==> src/rtl/ctrl_seq.sv <==
// Multi-cycle instruction sequencer: fetches 16-bit words over req/ack, decodes them
// and drives the accumulator/ALU datapath, register-file and data-memory strobes.
module ctrl_seq #(
    parameter int WIDTH    = 8,
    parameter int PC_WIDTH = 8
) (
    input  logic                clk,
    input  logic                rst,
    output logic [PC_WIDTH-1:0] prog_addr,
    output logic                prog_req,
    input  logic                prog_ack,
    input  logic [15:0]         prog_data,
    output logic [1:0]          data_src,
    output logic [WIDTH-1:0]    immediate,
    output logic [2:0]          op,
    output logic                ce_a,
    output logic                ce_cy,
    output logic [2:0]          reg_sel,
    output logic                reg_we,
    output logic [7:0]          mem_addr,
    output logic                mem_re,
    output logic                mem_we,
    input  logic                mem_ack,
    input  logic                flag_cy,
    input  logic                flag_z,
    input  logic                flag_s,
    input  logic                flag_o,
    output logic [PC_WIDTH-1:0] pc,
    output logic                halted,
    output logic                illegal,
    output logic [1:0]          dbg_state
);

    typedef enum logic [1:0] {
        S_FETCH = 2'd0,
        S_EXEC  = 2'd1,
        S_MEM   = 2'd2,
        S_HALT  = 2'd3
    } state_t;

    localparam logic [2:0] C_ALU = 3'b000;
    localparam logic [2:0] C_STR = 3'b001;
    localparam logic [2:0] C_STM = 3'b010;
    localparam logic [2:0] C_JMP = 3'b011;
    localparam logic [2:0] C_JCC = 3'b100;
    localparam logic [2:0] C_HLT = 3'b111;

    state_t              state_q, state_d;
    logic [PC_WIDTH-1:0] pc_q, pc_d;
    logic [15:0]         ir_q, ir_d;
    logic                illegal_q, illegal_d;

    logic                req_c, ce_c, reg_we_c, mem_re_c, mem_we_c;
    logic                cond_c;
    logic [2:0]          cls;
    logic [PC_WIDTH-1:0] target;

    assign cls       = ir_q[15:13];
    assign target    = PC_WIDTH'(ir_q[7:0]);
    assign op        = ir_q[12:10];
    assign data_src  = ir_q[9:8];
    assign immediate = WIDTH'(ir_q[7:0]);
    assign reg_sel   = ir_q[2:0];
    assign mem_addr  = ir_q[7:0];

    assign prog_addr = pc_q;
    assign pc        = pc_q;
    assign halted    = (state_q == S_HALT);
    assign illegal   = illegal_q;
    assign dbg_state = state_q;

    // Reset kills every strobe combinationally so in-flight transactions are dropped at once.
    assign prog_req = rst & req_c;
    assign ce_a     = rst & ce_c;
    assign ce_cy    = rst & ce_c;
    assign reg_we   = rst & reg_we_c;
    assign mem_re   = rst & mem_re_c;
    assign mem_we   = rst & mem_we_c;

    always_comb begin
        case (ir_q[12:11])
            2'b00:   cond_c = flag_z;
            2'b01:   cond_c = flag_cy;
            2'b10:   cond_c = flag_s;
            default: cond_c = flag_o;
        endcase
        cond_c = cond_c ^ ir_q[10];
    end

    always_comb begin
        state_d   = state_q;
        pc_d      = pc_q;
        ir_d      = ir_q;
        illegal_d = illegal_q;
        req_c     = 1'b0;
        ce_c      = 1'b0;
        reg_we_c  = 1'b0;
        mem_re_c  = 1'b0;
        mem_we_c  = 1'b0;
        case (state_q)
            S_FETCH: begin
                req_c = 1'b1;
                if (prog_ack) begin
                    ir_d    = prog_data;
                    pc_d    = pc_q + PC_WIDTH'(1);
                    state_d = S_EXEC;
                end
            end
            S_EXEC: begin
                state_d = S_FETCH;
                case (cls)
                    C_ALU: begin
                        if (ir_q[9:8] == 2'b10) begin
                            state_d   = S_HALT;
                            illegal_d = 1'b1;
                        end else if (ir_q[9:8] == 2'b00) begin
                            state_d = S_MEM;
                        end else begin
                            ce_c = 1'b1;
                        end
                    end
                    C_STR: reg_we_c = 1'b1;
                    C_STM: state_d = S_MEM;
                    C_JMP: pc_d = target;
                    C_JCC: if (cond_c) pc_d = target;
                    C_HLT: state_d = S_HALT;
                    default: begin
                        state_d   = S_HALT;
                        illegal_d = 1'b1;
                    end
                endcase
            end
            S_MEM: begin
                // Only ALU-from-memory and STM ever reach this state.
                if (cls == C_STM) mem_we_c = 1'b1;
                else              mem_re_c = 1'b1;
                if (mem_ack) begin
                    ce_c    = (cls == C_ALU);
                    state_d = S_FETCH;
                end
            end
            default: ;
        endcase
    end

    always_ff @(posedge clk) begin
        if (!rst) begin
            state_q   <= S_FETCH;
            pc_q      <= '0;
            ir_q      <= '0;
            illegal_q <= 1'b0;
        end else begin
            state_q   <= state_d;
            pc_q      <= pc_d;
            ir_q      <= ir_d;
            illegal_q <= illegal_d;
        end
    end

endmodule

==> config.mk <==
export PLATFORM = sky130hd
export DESIGN_NAME = ctrl_seq
export DESIGN_NICKNAME = d
export VERILOG_FILES = /design/src/rtl/ctrl_seq.sv
export SDC_FILE = /design/constraint.sdc
export NUM_CORES = 1
export LEC_CHECK = 0
export CELL_PAD_IN_SITES_DETAIL_PLACEMENT = 1
export CELL_PAD_IN_SITES_GLOBAL_PLACEMENT = 1
export CORE_MARGIN = 1.5
export CORE_UTILIZATION = 33
export DETAILED_ROUTE_END_ITERATION = 8
export GPL_TIMING_DRIVEN = 0
export PLACE_DENSITY_LB_ADDON = 0.1
export SLEW_MARGIN = 20
export SYNTH_ARGS = -nofsm -noshare
export SYNTH_HDL_FRONTEND = slang
export SYNTH_SLANG_ARGS = --single-unit
==> constraint.sdc <==
create_clock -name clk -period 2.8 [get_ports clk]
set_input_delay 0.56 -clock clk [delete_from_list [all_inputs] [get_ports clk]]
set_output_delay 0.56 -clock clk [all_outputs]
set_load 0.03 [all_outputs]
==> metrics.md <==
| Metric | Value |
|---|---|
| CTS clk-pin slew, worst paths | 100 ps |
| Rel. slew slack | 63.93% |
| Slew Viols, Final | 0 |
| Gate Count Post-Synth | 220 |
| ANT nets after route | 0 |
| DIE AREA | between 5000 and 6000 µm² |
| Minimum clock period after layout | 2658 ps |
| Maximum vdd ir drop | 0.3370 mV |
| CTS tree | yes |
| WL/cell | 13.80 µm |
| Area contributors post-synth | dfxtp_1, buf_4, nand2_1 |
| Gp weighted congestion | roughly 0.81 |
| Mapped Area | 1787 µm² |
| Register area share after synthesis | 30.25% |
| Yosys Warn Count | 0 |
| Crit path capture type | primary output |
| Clk sinks | 27 |
| GRT Total Usage | 17.50% |
| Top cell type's share of synthesized area | between 30% and 40% |
| TritonCTS Buffers | 3 |
| Final setup fails | 0 |
| Final worst path period share | between 90 and 100% |
| Root buf cell | clkbuf_8 |
| Dpl hpwl | roughly 3800 µm |
| Post-synthesis async set-or-reset flop share | 0% |
| Final WL | 5050 µm |
| Share of cells above drive strength 1 | 17.57% |
| CP startpoint kind | flop |
| # resized after CTS | 0 |
| EDFF count, synth | 0 |
| Leak | 1.062 nW |
| Pwr dens | 625.6 nW/µm² |
| Std cell rows | 26 |
| Area grow syn2layout | 48.25% |
| Clk buf depth | 2 |
| Max cap viols | 0 |
| Worst-Margin Slew | 541.0 ps |
| Arrival time at the worst endpoint | 2100 ps |
| Core region area | 5172 µm² |
| Vias in the first global route | between 1500 and 2000 |
| Fillers | 632 |
| DRC Markers | 0 |
| H-tree depth | 1 |
| RSZ-0062 raised after global routing | no |
| Synth area leader | dfxtp_1 |
| Peak fanout along the critical path | 6 |
| Number of hold buffers added after CTS | 0 |
| Per-instance average area after synthesis | 8.121 µm² |
| # diodes | 0 |
| HP Class | reg2reg |
| Nets | 327 |
| Setup bufs post-CTS | 0 |
| DRT iter0 DRCs | 38 |
| Initial antenna violation count | 0 |
| Largest net degree at the start of global routing | 17 |
| Highest Clock Rate | 376.3 MHz |
| Vias after detailed routing | 1756 |
| Setup TNS Final | 0 ps |
| Mapped Nets | 250 |
| Initial core utilization | 34.54% |
| Pre-Repair DR Iteration Count | 4 |
| Top FF cell, synth | dfxtp_1 |
| Via/cell ratio | 4.798 |
| Ports | 74 |
| Clock skew | 2.639 ps |
| Total power draw | 1.657 mW |
| Global route overflow | 0 |
| Port Buffers | 72 |
| Outcome | finished, final reports clean |
| Die X | 76.58 µm |
| Seq cells post-synth | 27 |
| Fin. Hold Viols | 0 |
| Distinct cells, synth | 40 |
| Worst EP required | 2240 ps |
| First-pass GRT wire length | between 8000 and 9000 µm |
| Worst skew pair latency | 280 ps |
| Die Y | approximately 77 µm |
| Setup CP Type | reg2out |
==> kinds of logic (layout without fill, tap and decap cells) <==
family	after synthesis	after routing	synth area share (%)
AO/OA/AOI/OAI	50	50	21.15
XOR/XNOR	1	1	0.4903
adder cells (fa/ha/maj)	6	6	4.202
buffers and inverters	54	130	20.52
flip-flops	27	27	30.25
multiplexers	7	7	4.692
AND/OR/NAND/NOR	75	75	18.70
==> worst max-delay path, cell delays in order, from the launching register on <==
cell and delay (ps):
dfxtp_1 450, inv_1 90, ha_1 290, mux2i_1 140
nor2_1 150, clkdlybuf4s50_1 690
==> cell usage in the layout (no fill, tap or decap), types with 3 or more instances in the layout <==
master	count
o22ai_2	3
mux2i_1	5
o21ai_1	6
clkdlybuf4s50_1	70
nand3_1	7
buf_4	34
clkbuf_1	6
inv_1	8
a21boi_0	17
clkbuf_8	3
dfxtp_1	27
o21ai_0	3
buf_6	4
nor2_1	6
ha_1	6
nand2_1	49
nor2b_1	3
o31ai_1	3
o211ai_1	6
==> final cells by class <==
cell class / instances / area, µm² / area share (%)
clock buffers: 3 / 41.29 / 1.559
well taps: 70 / 87.58 / 3.307
inverters: 8 / 30.03 / 1.134
repair buffers: 72 / 725.7 / 27.40
multi-input cells: 139 / 879.6 / 33.21
clock inverters: 1 / 7.507 / 0.2834
plain buffers: 46 / 336.6 / 12.71
flip-flops and latches: 27 / 540.5 / 20.41
==> Yosys cell counts (5+ instances only) <==
cell type  instances
a21boi_0          17
buf_4             34
clkbuf_1           6
dfxtp_1           27
ha_1               6
inv_1              8
mux2i_1            5
nand2_1           49
nand3_1            7
nor2_1             6
o211ai_1           6
o21ai_1            6
==> metrics by stage <==
| stage | util (%) | instances | hold WS (ps) | setup WS [ps] | cell area, µm² |
|---|---|---|---|---|---|
| after global placement | 50.17 | 362 | 476.5 | 204.1 | 2595 |
| after floorplan | - | 220 | 452.1 | 466.3 | 1787 |
| after detailed placement | 50.17 | 362 | 483.0 | 191.6 | 2595 |
| after global routing | 51.21 | 366 | 512.6 | 3.140 | 2649 |
| after CTS | 51.11 | 366 | 501.1 | 46.25 | 2644 |
| final | 51.21 | 366 | 497.6 | 142.3 | 2649 |
==> where the power goes <==
part | switching (mW) | total, mW | internal [mW]
Combinational | 0.505 | 0.909 | 0.403
Sequential | 0.0721 | 0.510 | 0.438
Clock | 0.137 | 0.239 | 0.101
Total | 0.714 | 1.66 | 0.943
==> routing by layer <==
metal / vias up / share of wire, % / global-route usage, % / routed length, µm
met1: 836 / 43 / 19.08 / 2169
met4: 0 / 1.3 / 5.556 / 65
met3: 6 / 4.1 / 2.874 / 207
met5: - / 0 / 0 / 0
li1: 867 / - / - / -
met2: 47 / 52 / 33.93 / 2608
==> state kept, by name, summed over array words and instances, names as in the netlist <==
| register | flops |
|---|---|
| pc | 8 |
| dbg_state | 2 |
| illegal | 1 |
| ir_q | 16 |
==> final timing paths <==
kind,start,end,slack [ps],cells after the start
max,dbg_state[0],ce_a,140,5
min,ir_q[12],ir_q[12],500,2
max reg2reg,dbg_state[0],pc[1],830,8
min reg2reg,ir_q[12],ir_q[12],500,2
(Power assumes the default switching activity.)
